### src/rtl/fifo_rd_pkg.sv
// fifo_rd_pkg: shared state encoding and default widths for the FIFO read streamer
package fifo_rd_pkg;
  localparam int unsigned C_WIDTH_DEF = 28;
  localparam int unsigned C_CNT_BITS_DEF = 16;
  typedef enum logic [1:0] {
    ST_IDLE  = 2'd0,
    ST_RUN   = 2'd1,
    ST_FLUSH = 2'd2
  } state_t;
endpackage

### src/rtl/skid_buf2.sv
// skid_buf2: two-entry in-order buffer whose head entry is presented straight from flops
module skid_buf2
  import fifo_rd_pkg::*;
#(
  parameter int unsigned W = C_WIDTH_DEF
) (
  input  logic         clk,
  input  logic         rst,
  input  logic         clr,
  input  logic         wr,
  input  logic [W-1:0] wdata,
  input  logic         rd,
  output logic [W-1:0] rdata,
  output logic [1:0]   count
);
  logic [1:0][W-1:0] mem_q, mem_d;
  logic head_q, head_d;
  logic [1:0] count_q, count_d;
  logic do_rd, do_wr;
  // reads need data, writes need a free slot (a same-edge read frees one); clr empties the buffer
  always_comb begin
    do_rd = rd & (count_q != 2'd0);
    do_wr = wr & ~clr & ((count_q != 2'd2) | do_rd);
    mem_d = mem_q;
    if (do_wr) mem_d[head_q ^ count_q[0]] = wdata;
    head_d = clr ? 1'b0 : head_q ^ do_rd;
    count_d = clr ? 2'd0 : count_q + {1'b0, do_wr} - {1'b0, do_rd};
  end
  // storage, head pointer and occupancy
  always_ff @(posedge clk) begin
    if (rst) begin
      mem_q <= '0;
      head_q <= 1'b0;
      count_q <= 2'd0;
    end else begin
      mem_q <= mem_d;
      head_q <= head_d;
      count_q <= count_d;
    end
  end
  assign rdata = mem_q[head_q];
  assign count = count_q;
endmodule

### src/rtl/fifo_rd_stream.sv
// fifo_rd_stream: pops a first-word-fall-through FIFO into a skid-buffered valid/ready stream with flush
module fifo_rd_stream
  import fifo_rd_pkg::*;
#(
  parameter int unsigned C_WIDTH = C_WIDTH_DEF,
  parameter int unsigned C_CNT_BITS = C_CNT_BITS_DEF
) (
  input  logic                  clk,
  input  logic                  rst,
  input  logic                  enable,
  input  logic                  flush,
  input  logic [C_WIDTH-1:0]    fifo_dout,
  input  logic                  fifo_empty,
  output logic                  fifo_rd_en,
  output logic [C_WIDTH-1:0]    m_data,
  output logic                  m_valid,
  input  logic                  m_ready,
  output logic                  busy,
  output logic [C_CNT_BITS-1:0] fwd_count,
  output logic [C_CNT_BITS-1:0] drop_count
);
  state_t st_q, st_d;
  logic [C_CNT_BITS-1:0] fwd_q, fwd_d, drop_q, drop_d;
  logic [C_CNT_BITS:0] fwd_sum, drop_sum;
  logic [1:0] occ, drop_inc;
  logic xfer, wr;
  skid_buf2 #(.W(C_WIDTH)) u_skid (
    .clk   (clk),
    .rst   (rst),
    .clr   (flush),
    .wr    (wr),
    .wdata (fifo_dout),
    .rd    (xfer),
    .rdata (m_data),
    .count (occ)
  );
  assign m_valid = occ != 2'd0;
  assign xfer = m_valid & m_ready;
  assign busy = (st_q != ST_IDLE) | m_valid;
  // pop only on state and occupancy; a flush discards the skid and any word popped with it
  always_comb begin
    fifo_rd_en = ~rst & ~fifo_empty & ((st_q == ST_FLUSH) | ((st_q == ST_RUN) & ~occ[1]));
    wr = fifo_rd_en & (st_q == ST_RUN) & ~flush;
    drop_inc = flush ? occ - {1'b0, xfer} + {1'b0, fifo_rd_en} : {1'b0, fifo_rd_en & (st_q == ST_FLUSH)};
    fwd_sum = {1'b0, fwd_q} + (C_CNT_BITS + 1)'(xfer);
    drop_sum = {1'b0, drop_q} + (C_CNT_BITS + 1)'(drop_inc);
    fwd_d = fwd_sum[C_CNT_BITS] ? '1 : fwd_sum[C_CNT_BITS-1:0];
    drop_d = drop_sum[C_CNT_BITS] ? '1 : drop_sum[C_CNT_BITS-1:0];
    st_d = flush ? ST_FLUSH : (st_q == ST_FLUSH) ? (fifo_empty ? ST_IDLE : ST_FLUSH) : (enable ? ST_RUN : ST_IDLE);
  end
  // state and saturating counters
  always_ff @(posedge clk) begin
    if (rst) begin
      st_q <= ST_IDLE;
      fwd_q <= '0;
      drop_q <= '0;
    end else begin
      st_q <= st_d;
      fwd_q <= fwd_d;
      drop_q <= drop_d;
    end
  end
  assign fwd_count = fwd_q;
  assign drop_count = drop_q;
endmodule

### config.mk
export PLATFORM = sky130hd
export DESIGN_NAME = fifo_rd_stream
export DESIGN_NICKNAME = d
export VERILOG_FILES = /design/src/rtl/fifo_rd_pkg.sv /design/src/rtl/skid_buf2.sv /design/src/rtl/fifo_rd_stream.sv
export SDC_FILE = /design/constraint.sdc
export NUM_CORES = 1
export LEC_CHECK = 0
export CAP_MARGIN = 20
export CELL_PAD_IN_SITES_DETAIL_PLACEMENT = 1
export CELL_PAD_IN_SITES_GLOBAL_PLACEMENT = 2
export CORE_MARGIN = 10
export CORE_UTILIZATION = 35
export CTS_CLUSTER_SIZE = 12
export DETAILED_ROUTE_END_ITERATION = 6
export PLACE_DENSITY = 0.95
export SETUP_SLACK_MARGIN = 0.05
export SYNTH_ARGS = -nofsm -noshare
export SYNTH_HDL_FRONTEND = slang
export SYNTH_HIERARCHICAL = 1
export SYNTH_SLANG_ARGS = --single-unit
### constraint.sdc
create_clock -name clk -period 6 [get_ports clk]
set_input_delay 1.2 -clock clk [delete_from_list [all_inputs] [get_ports clk]]
set_output_delay 1.2 -clock clk [all_outputs]
set_load 0.01 [all_outputs]
==> flow_results.org <==
** Finish
- Antenna Diode Count :: 0
- In the final layout, the multi-input gates occupy 3640 µm².
- Filler cell count in the final layout :: 1,907
- Cell area after layout :: 7220 µm²
- Area growth syn-to-layout :: 22.9%
- Of the cells placed in the final design, the portion with a size suffix greater than 1 is 0.162.
- Excluding fillers, the count of instances in the completed layout stands at 949.
- Core occupancy in the finished layout :: 0.437
- The net count of the finished layout is 765.
- The sequential cells in the finished layout cover a total of 1860 µm².

** GRT
- First-pass GRT wire length :: 33.4 mm
- For this run the aggregate overflow at the end of global routing stands at 0.
- The number of antenna violations at the first check in global routing is 0.
- Pin count of the biggest net entering global routing :: 114
- Via count of the first global-routing pass :: 6,226
- GRT Overall Usage :: 0.183

** Power and ir drop
- Relative contribution of combinational cells to total power :: 0.046
- Of the total power, registers draw 0.467.
- Of the total power, the share spent switching nets is 0.218.
- Power spread over the standard cell area amounts to 184 nW/µm².
- The internal portion of the total power is 1.04 mW.
- Clock group share of total power :: 0.487
- Overall power consumption after layout is estimated at 1.33 mW.
- Summed over all cells, the static leakage comes to 2.46 nW.
- Switching power :: 0.289 mW
- Peak ir drop on the vdd network :: 0.137 mV

** STA
- For the final routed database, the setup TNS stands at 0 ns.
- Worst slew pin tran :: 0.901 ns
- Of the available clock period, the critical path in the final layout requires 0.650.
- Number of pins exceeding their max-slew limit in the final report :: 0
- Worst Skew :: 0.00813 ns
- Unrepaired setup endpoints after global routing :: no
- Max transition margin :: 0.397
- The final hold violation count was 0.
- The smallest clock period supported by the final layout is computed as 3.90 ns.
- Setup violations remaining at the end of the flow were counted as 0.
- Max frequency :: 257 MHz

** Synthesis
- Ys Warns :: 6
- Number of storage elements in the synthesis netlist :: 93
- The largest total area in the synthesized netlist belongs to sky130_fd_sc_hd__dfxtp_1.
- For this run, the register share of the synthesized area comes to 0.317.
- Gate count after technology mapping :: 669
- For this run, the leading register cell type out of synthesis is sky130_fd_sc_hd__dfxtp_1.
- By area the synthesized netlist is led by sky130_fd_sc_hd__dfxtp_1 (32%), sky130_fd_sc_hd__nand3_1 (10%), sky130_fd_sc_hd__a22oi_1 (7.2%).
- The number of different library cells used by synthesis comes to 51.
- Syn Std Cell Area :: 5880 µm²
- Fraction of registers with async set/reset :: 0
- Synth top area share :: 0.317
- Syn nets :: 710
- A synthesized cell averages 8.78 µm².
- EDFF count, synth :: 0

** CTS
- CTS tree :: yes
- After clock tree synthesis, the clock-pin slew on the worst setup and hold paths is 0.06 ns.
- PostCTS Resize Cnt :: 0
- For this design, the CTS-stage hold fixing added 0 buffers.
- Num Clock Sinks :: 93
- The clock passes through at most 2 buffers.
- The clock tree synthesis step divided the H-tree into 3 levels.
- # Post-CTS Setup Buffers :: 0
- Clock latency at the later pin of the worst-skew pair :: 0.36 ns
- Clock root cell :: sky130_fd_sc_hd__clkbuf_16
- TritonCTS created 9 clock buffers.

** Detailed routing
- Number of remaining DRC errors :: 0
- Aggregate routed wire length :: 20.6 mm
- The detailed router placed 5,736 vias in this run.
- In this run, the number of DRC markers left after iteration 0 of detailed routing was 358.
- After detailed routing, the number of vias per cell comes to 6.04.
- The first detailed-routing pass took 5 iterations.
- Antenna viol nets, final :: 0
- Drt wl/cell :: 21.7 µm

** Setup path
- The worst setup path is launched from an input pin.
- Slack of the worst reg-to-reg path :: 2.46 ns
- The worst setup path is captured at a flop.
- Data on the critical path is required at its endpoint by 6.29 ns.
- The setup path with the least slack is of type input pin to flop.
- Data arrival time of the critical path :: 4.18 ns
- Of all nets on the critical path, the largest fanout is 13.
- Worst reg-to-reg path cell count :: 11

** Place
- PortBufs :: 96
- Placed wire-length estimate after detailed placement :: 12.5 mm
- At the end of routability-driven placement, the weighted congestion stood at 0.826.
- The number of placed instances, taps included, is 932.
- After detailed placement, the total cell area comes to 6870 µm².

** Floorplanning
- Area enclosed by the die boundary :: 22,400 µm²
- The floorplan has 47 rows.
- Area of the core :: 16,500 µm²
- Die extent in y :: 150 µm
- DIE WIDTH :: 150 µm
- For this configuration, the core starts out at a cell density of 0.356.
- Number of top-level pins :: 97

** Flow run
- Max-cap violations in this run came to 0.

** Worst hold path
- The worst hold path belongs to the class flop to flop.
- Counting instances, the worst hold path has a depth of 2.

** Outcome
- Status :: completed
path summary, 6_finish.rpt:
check / to / startpoint
max: drop_count[0]$_SDFF_PP0_ / fifo_empty
min: fwd_count[10]$_SDFF_PP0_ / fwd_count[10]$_SDFF_PP0_
max reg2reg: drop_count[0]$_SDFF_PP0_ / u_skid/count[1]$_SDFF_PP0_
min reg2reg: fwd_count[10]$_SDFF_PP0_ / fwd_count[10]$_SDFF_PP0_
layer usage:
layer / vias to the layer above / GRT usage / part of all wire
met5: - / 0 / 0
met4: 0 / 0.0589 / 0.013
met3: 20 / 0.0528 / 0.066
met2: 174 / 0.298 / 0.48
met1: 2911 / 0.226 / 0.44
li1: 2631 / - / -
cell families after synthesis:
group,Yosys count,share of synthesized area
buffers and inverters,75,0.0679
flip-flops,93,0.317
multiplexers,28,0.0537
AO/OA/AOI/OAI,161,0.210
XOR/XNOR,24,0.0358
adder cells (fa/ha/maj),7,0.0162
AND/OR/NAND/NOR,281,0.300
final cells by class:
class                      count  share of cell area
clock buffer                  12              0.0355
sequential                    93               0.258
inverter                       8             0.00416
multi-input combinational    501               0.504
tap                          220              0.0381
clock inverter                 4             0.00970
timing repair buffer         111               0.151
cell usage after synthesis, types with 3 or more instances:
library cell,number
sky130_fd_sc_hd__clkbuf_1,12
sky130_fd_sc_hd__mux2_2,28
sky130_fd_sc_hd__xnor2_1,20
sky130_fd_sc_hd__nand4_1,8
sky130_fd_sc_hd__o211ai_2,20
sky130_fd_sc_hd__and4bb_2,23
sky130_fd_sc_hd__nand2b_1,6
sky130_fd_sc_hd__o21a_1,3
sky130_fd_sc_hd__nand2_1,7
sky130_fd_sc_hd__dfxtp_1,93
sky130_fd_sc_hd__nor3_1,5
sky130_fd_sc_hd__o211ai_1,37
sky130_fd_sc_hd__xor2_1,4
sky130_fd_sc_hd__a21oi_1,30
sky130_fd_sc_hd__nor3b_1,3
sky130_fd_sc_hd__buf_2,42
sky130_fd_sc_hd__nor2b_1,62
sky130_fd_sc_hd__a22oi_1,56
sky130_fd_sc_hd__and2_1,4
sky130_fd_sc_hd__ha_1,6
sky130_fd_sc_hd__nor4_1,7
sky130_fd_sc_hd__and4bb_1,5
sky130_fd_sc_hd__nand3_1,121
sky130_fd_sc_hd__a31oi_1,4
sky130_fd_sc_hd__inv_1,8
sky130_fd_sc_hd__nor2_1,12
sky130_fd_sc_hd__nor4b_1,3
sky130_fd_sc_hd__buf_4,3
sky130_fd_sc_hd__buf_6,7
flip-flops by register name (all words and copies together) (netlist names):
register       flops
drop_count        16
fwd_count         16
st_q               2
u_skid/count       2
u_skid/head_q      1
u_skid/mem_q      56
critical path, stage by stage:
cell,delay [ns]
sky130_fd_sc_hd__clkdlybuf4s50_1,0.49
sky130_fd_sc_hd__a211oi_1,0.31
sky130_fd_sc_hd__ha_1,0.19
sky130_fd_sc_hd__nand2_1,0.05
sky130_fd_sc_hd__o41ai_1,0.09
sky130_fd_sc_hd__ha_1,0.24
sky130_fd_sc_hd__inv_1,0.06
sky130_fd_sc_hd__fa_1,0.48
sky130_fd_sc_hd__or3_1,0.42
sky130_fd_sc_hd__or3_4,0.46
sky130_fd_sc_hd__a21oi_1,0.18
power groups by stage:
stage | sequential [mW] | combinational, mW | clock [mW]
after floorplan | 0.634 | 0.0242 | 0
after global placement | 0.634 | 0.0582 | 0
after detailed placement | 0.634 | 0.0593 | 0
after CTS | 0.620 | 0.0599 | 0.662
after global routing | 0.620 | 0.0659 | 0.680
final | 0.620 | 0.0615 | 0.646
cells in the final DEF, fill, tap and decap left out, types with 3 or more instances in the layout:
cell	netlist	routed
sky130_fd_sc_hd__nand2b_1	6	4
sky130_fd_sc_hd__nand4_1	8	8
sky130_fd_sc_hd__a31oi_1	4	4
sky130_fd_sc_hd__nor3b_1	3	3
sky130_fd_sc_hd__nand2_1	7	7
sky130_fd_sc_hd__and2_1	4	4
sky130_fd_sc_hd__nor2b_1	62	59
sky130_fd_sc_hd__buf_4	3	15
sky130_fd_sc_hd__xnor2_1	20	20
sky130_fd_sc_hd__nor4_1	7	6
sky130_fd_sc_hd__nor2_1	12	12
sky130_fd_sc_hd__nor4b_1	3	3
sky130_fd_sc_hd__inv_1	8	8
sky130_fd_sc_hd__nand3_1	121	121
sky130_fd_sc_hd__xor2_1	4	4
sky130_fd_sc_hd__a22oi_1	56	56
sky130_fd_sc_hd__o21a_1	3	3
sky130_fd_sc_hd__and4bb_2	23	23
sky130_fd_sc_hd__clkbuf_16	0	9
sky130_fd_sc_hd__nor3_1	5	5
sky130_fd_sc_hd__and4bb_1	5	5
sky130_fd_sc_hd__mux2_2	28	28
sky130_fd_sc_hd__ha_1	6	6
sky130_fd_sc_hd__o211ai_2	20	20
sky130_fd_sc_hd__a21oi_1	30	30
sky130_fd_sc_hd__clkdlybuf4s50_1	0	95
sky130_fd_sc_hd__o211ai_1	37	37
sky130_fd_sc_hd__dfxtp_1	93	93
per-stage QoR:
step           hold slack, ns  worst slack (ns)
4_1_cts                 0.603              2.11
6_report                0.596              2.10
5_1_grt                 0.637              1.83
3_3_place_gp            0.552              1.84
3_5_place_dp            0.582              1.75
2_1_floorplan           0.552              2.04
Power figures use the tool's default switching activity.
